File: config.mk
export PLATFORM = sky130hd
export DESIGN_NAME = clock
export DESIGN_NICKNAME = d
export VERILOG_FILES = /design/src/rtl/clock.sv
export SDC_FILE = /design/constraint.sdc
export NUM_CORES = 1
export LEC_CHECK = 0
export CAP_MARGIN = 20
export CORE_AREA = 2 2 39 41
export DETAILED_ROUTE_END_ITERATION = 8
export DIE_AREA = 0 0 41 43
export SKIP_CTS_REPAIR_TIMING = 1
export SYNTH_ARGS = -nofsm -noshare
export SYNTH_HDL_FRONTEND = slang
export SYNTH_SLANG_ARGS = --single-unit
export TNS_END_PERCENT = 100
File: constraint.sdc
create_clock -name clk -period 2.3 [get_ports clk]
set_clock_uncertainty 0.1 [all_clocks]
set_input_delay 0.345 -clock clk [delete_from_list [all_inputs] [get_ports clk]]
set_output_delay 0.345 -clock clk [all_outputs]
set_load 0.05 [all_outputs]
File: src/rtl/clock.sv
// 24-hour time-of-day counter: a tick prescaler drives minute steps,
// minute wrap carries into the hour, hour wrap is the day rollover.
module clock #(
    parameter int TICKS_PER_MINUTE = 1,
    parameter int MINUTES_PER_HOUR = 60,
    parameter int HOURS_PER_DAY    = 24
) (
    input  logic       clk,
    input  logic       rstn,
    output logic [5:0] minute,
    output logic [4:0] hour
);
    localparam int TW = (TICKS_PER_MINUTE > 1) ? $clog2(TICKS_PER_MINUTE) : 1;

    localparam logic [TW-1:0] TICK_LAST = TW'(TICKS_PER_MINUTE - 1);
    localparam logic [5:0]    MIN_LAST  = 6'(MINUTES_PER_HOUR - 1);
    localparam logic [4:0]    HOUR_LAST = 5'(HOURS_PER_DAY - 1);

    logic [TW-1:0] tick_cnt, tick_nxt;
    logic [5:0]    min_nxt;
    logic [4:0]    hour_nxt;
    logic          min_step;
    logic          hour_carry;

    // Wrap tests use >= so a corrupted out-of-range field self-heals to 0
    // on its next step instead of counting up to the width limit.
    always_comb begin
        min_step   = (tick_cnt >= TICK_LAST);
        hour_carry = min_step && (minute >= MIN_LAST);

        tick_nxt = min_step ? '0 : tick_cnt + 1'b1;

        min_nxt = minute;
        if (min_step)
            min_nxt = (minute >= MIN_LAST) ? 6'd0 : minute + 6'd1;

        hour_nxt = hour;
        if (hour_carry)
            hour_nxt = (hour >= HOUR_LAST) ? 5'd0 : hour + 5'd1;
    end

    // rstn is an active-high synchronous clear; it wins over any step.
    always_ff @(posedge clk) begin
        if (rstn) begin
            tick_cnt <= '0;
            minute   <= 6'd0;
            hour     <= 5'd0;
        end else begin
            tick_cnt <= tick_nxt;
            minute   <= min_nxt;
            hour     <= hour_nxt;
        end
    end

endmodule

# Word level (Yosys, flattened, before mapping)
# Index checks and enable logic that the tools add are counted.
dict set report word_totals {
  regBits 12
  inputBits 2
  output_inout_bits 11
  elab_cells 13
}
dict set report classes {
  n_addsub 3
  n_lt_le_gt_ge 3
  muxes 2
  reduce_logical 2
}
# op count
set op_table {}
lappend op_table {{adder 6 x 1 -> 6 bit, second input constant} 1}
lappend op_table {{greater-or-equal comparator 6 bit, second input constant} 1}
lappend op_table {{two-way mux 6 bit} 1}
lappend op_table {{adder 5 x 1 -> 5 bit, second input constant} 1}
lappend op_table {{greater-or-equal comparator 5 bit, second input constant} 1}
lappend op_table {{two-way mux 5 bit} 1}
lappend op_table {{OR reduction 2 bit} 1}
lappend op_table {{adder 1 bit, second input constant} 1}
lappend op_table {{greater-or-equal comparator 1 bit, second input constant} 1}
lappend op_table {{logical AND 1 bit} 1}

# Depth between registers and ports, before layout
dict set report logic_depth {
  ltp_word 2
  depth_mapped 4
  depth_no_buf 4
}

# Worst setup path after synthesis
# No wires, ideal clock.
dict set report synth_timing {
  kind {flip-flop to flip-flop}
  from {register minute[0]}
  to {register hour[3]}
  setup_ns 0.122
  arrival_time_ns 1.766
  path_slack_ns 0.312
  path_stages_with_launch 5
  path_buffers 0
  cell_sequence {dfxtp_1 -> ha_1 -> o2111ai_4 -> and2_2 -> a221o_1}
}
dict set report synth_between {
  elab_chain_len 2
}
# item line_no
set synth_rtl {}
lappend synth_rtl {{start: declaration} 10} ;# output logic [5:0] minute,
lappend synth_rtl {{start signal: assignment} 50} ;# minute <= min_nxt;
lappend synth_rtl {{greater-or-equal comparator 6 bit} 29} ;# hour_carry = min_step && (minute >= MIN_LAST);
lappend synth_rtl {{logical AND 1 bit} 29}
lappend synth_rtl {{end signal: assignment} 51} ;# hour <= hour_nxt;
lappend synth_rtl {{end: declaration} 11} ;# output logic [4:0] hour
# No other way between the ends.
# A chain may end at the register's enable or synchronous reset.

# Final worst setup path
dict set report layout_timing {
  from {register minute[2]}
  to {output port minute[2]}
}
# No word-level cell between the ends.

==> run_results.csv <==
group,metric,value,unit
status,status,"finished, final reports clean",
floorplan,row_count,14,
global_routing,grt_pass1_vias,369,
sta,tns,0,ns
worst_setup_path,path_max_fanout,5,
worst_setup_path,cp_slowest_stage_delay,0.85,ns
synthesis,ys_seq_area_frac,0.456,
global_routing,antenna_found_initial,0,
sta,timing.final.ws_setup,0.294,ns
worst_setup_path,timing.rr.start,"minute[0]",
worst_setup_path,path_depth,1,
worst_setup_path,path_cells,"clkdlybuf4s50_1",
route,drt-vias-per-instance,4.96,
global_routing,grt_max_degree,10,
sta,rsz0062_at_grt,"no",
synthesis,synth_edf_count,0,
worst_setup_path,rrSetupSlack,0.62,ns
synthesis,synth_most_common_cell,"dfxtp_1",
synthesis,ys_ff_latch,11,
pwr,vdd_drop_max,270,uV
layout,syn_to_final_growth,34.5,%
synthesis,synth_top_cell_area_share,0.456,
worst_setup_path,cpMaxStageDelayCell,"clkdlybuf4s50_1",
route,drt_wl_total,854,um
synthesis,synth_flop_cell,"dfxtp_1",
clock_tree,cts.sinks,11,
placement,dp_hpwl,657,um
synthesis,yosysTopAreaCell,"dfxtp_1",
route,first_iter_violations,0,
synthesis,synthCells,49,
worst_setup_path,crit_buf_inv,1,
floorplan,start_util,0.349,
worst_setup_path,path_class,"reg2out",
worst_setup_path,reg2reg_to,"hour[3]",
worst_setup_path,cp.arrival,1.56,ns
clock_tree,clockBufferDepth,2,
route,num_vias,402,
clock_tree,clock_latency,0.26,ns
sta,slew_headroom,0.663,
route,drc,0,
global_routing,grt_pass1_wl,1510,um
synthesis,syn_area,483,um^2
route,postRouteAntennaNets,0,
layout,drive_above_1_share,0.108,
synthesis,synthTopCellsByArea,"dfxtp_1 (46%), nor2_1 (5.4%), o2111ai_4 (5.4%)",
clock_tree,htreeDepth,1,
synthesis,async_flop_share,0,
layout,final_nets,70,
floorplan,coreArea,1380,um^2
clock_tree,cts_buffers,3,
worst_setup_path,crit_end,"minute[2]",
floorplan,io_pins,13,
clock_tree,cts-root-buf,"clkbuf_4",
synthesis,yosysWarnings,0,
layout,antenna_cells,0,
pwr,p_leak,0.249,nW
sta,finalCritPeriodShare,0.872,
min_path,hold_path.class,"reg2reg",
sta,setup_viol_count_final,0,
placement,post-place-ws,0.539,ns
flow_run,cap_violations,0,
worst_setup_path,cp-start-kind,"flop",
route,routedWlPerCell,10.5,um
placement,port_buffers,12,
clock_tree,cts_tree,"done",
global_routing,grt_overflow,0,
synthesis,yosysUniqueCellTypes,24,
worst_setup_path,r2r_cells,4,
sta,maxSlewViolCount,0,
worst_setup_path,critPathTopFamily,"buffers and inverters",
route,dr.pass1.iters,1,
worst_setup_path,worst_setup_path_end_kind,"primary output",
global_routing,grt.total_usage,0.126,
synthesis,avgSynthCellArea,9.86,um^2
worst_setup_path,worstSetupStartpoint,"minute[2]",
sta,finalHoldViolCount,0,
synthesis,yosys-top-cells-count,"dfxtp_1 (11), nor2_1 (7), nand2_1 (4)",
floorplan,die_y,43,um
floorplan,die_w,41,um
pwr,power_density,612,nW/um^2
floorplan,die_area,1760,um^2
worst_setup_path,required,1.86,ns
sta,worst_pin_slew,0.503,ns
placement,place_congestion,0.633,
sta,fmax,499,MHz
sta,period_needed,2.01,ns
synthesis,syn-num-nets,53,
clock_tree,cts.clk_slew.worst_paths,0.06,ns
[worst min path at each step]
stage	from	to	slack (ns)	cells past startpoint
after global routing	minute[0]	minute[0]	0.39	1
after CTS	minute[0]	minute[0]	0.37	1
after floorplan	rstn	hour[4]	0.31	1
after global placement	minute[0]	minute[0]	0.35	1
final	minute[0]	minute[0]	0.37	1
after detailed placement	minute[0]	minute[0]	0.35	1
[kinds of logic (layout without fill, tap and decap cells)]
kind of cell / after synthesis / in the layout / synth area share
simple gates: 20 / 20 / 0.205
flops: 11 / 11 / 0.456
mux: 2 / 2 / 0.0440
xor+xnor: 3 / 3 / 0.0544
compound gates: 9 / 9 / 0.174
fa+ha+maj: 2 / 2 / 0.0518
buf+inv: 2 / 18 / 0.0155
[final cells by class]
cell class              instances  area (um^2)
clock buffers                   4         26.3
fillers                       146          734
inverters                       2         7.51
multi-input cells              36          255
flip-flops and latches         11          220
well taps                      16         20.0
repair buffers                 12          120
[layout by cell type, fill, tap and decap left out, drive strengths merged]
| cell | count |
|---|---|
| and3 | 2 |
| mux2 | 1 |
| a21oi | 2 |
| nand3 | 2 |
| or4 | 1 |
| o2111ai | 1 |
| o21ai | 1 |
| xor2 | 2 |
| inv | 2 |
| mux2i | 1 |
| clkbuf | 4 |
| and2 | 2 |
| xnor2 | 1 |
| nor2 | 7 |
| nand2 | 4 |
| ha | 2 |
| a221o | 1 |
| nor4 | 2 |
| a21o | 1 |
| a211oi | 1 |
| a32o | 1 |
| o21a | 1 |
| dfxtp | 11 |
| clkdlybuf4s50 | 12 |
[metal layers]
metal | routed length, um | GRT usage | vias to the layer above
met5 | 0 | 0 | -
met4 | 4 | 0.0800 | 0
met3 | 52 | 0.0314 | 2
met2 | 350 | 0.156 | 12
met1 | 446 | 0.186 | 180
li1 | - | - | 208
[power by group]
group / total (mW) / leakage [nW] / internal [mW] / switching [mW]
registers: 0.208 / 0.0894 / 0.198 / 0.0102
logic: 0.0634 / 0.145 / 0.0239 / 0.0394
clock network: 0.126 / 0.0150 / 0.0669 / 0.0588
[per-stage QoR]
step / cell area, um^2 / util / hold slack [ns] / power [mW] / std cells
after floorplan: 483 / - / 0.314 / 0.255 / 49
after global placement: 623 / 0.450 / 0.349 / 0.276 / 77
after detailed placement: 623 / 0.450 / 0.354 / 0.276 / 77
after CTS: 649 / 0.469 / 0.370 / 0.407 / 81
after global routing: 649 / 0.469 / 0.385 / 0.426 / 81
final: 649 / 0.469 / 0.366 / 0.397 / 81
[state kept, by name (all words and copies together) (netlist names)]
signal	cells
hour	5
minute	6
Power figures use the tool's default switching activity.
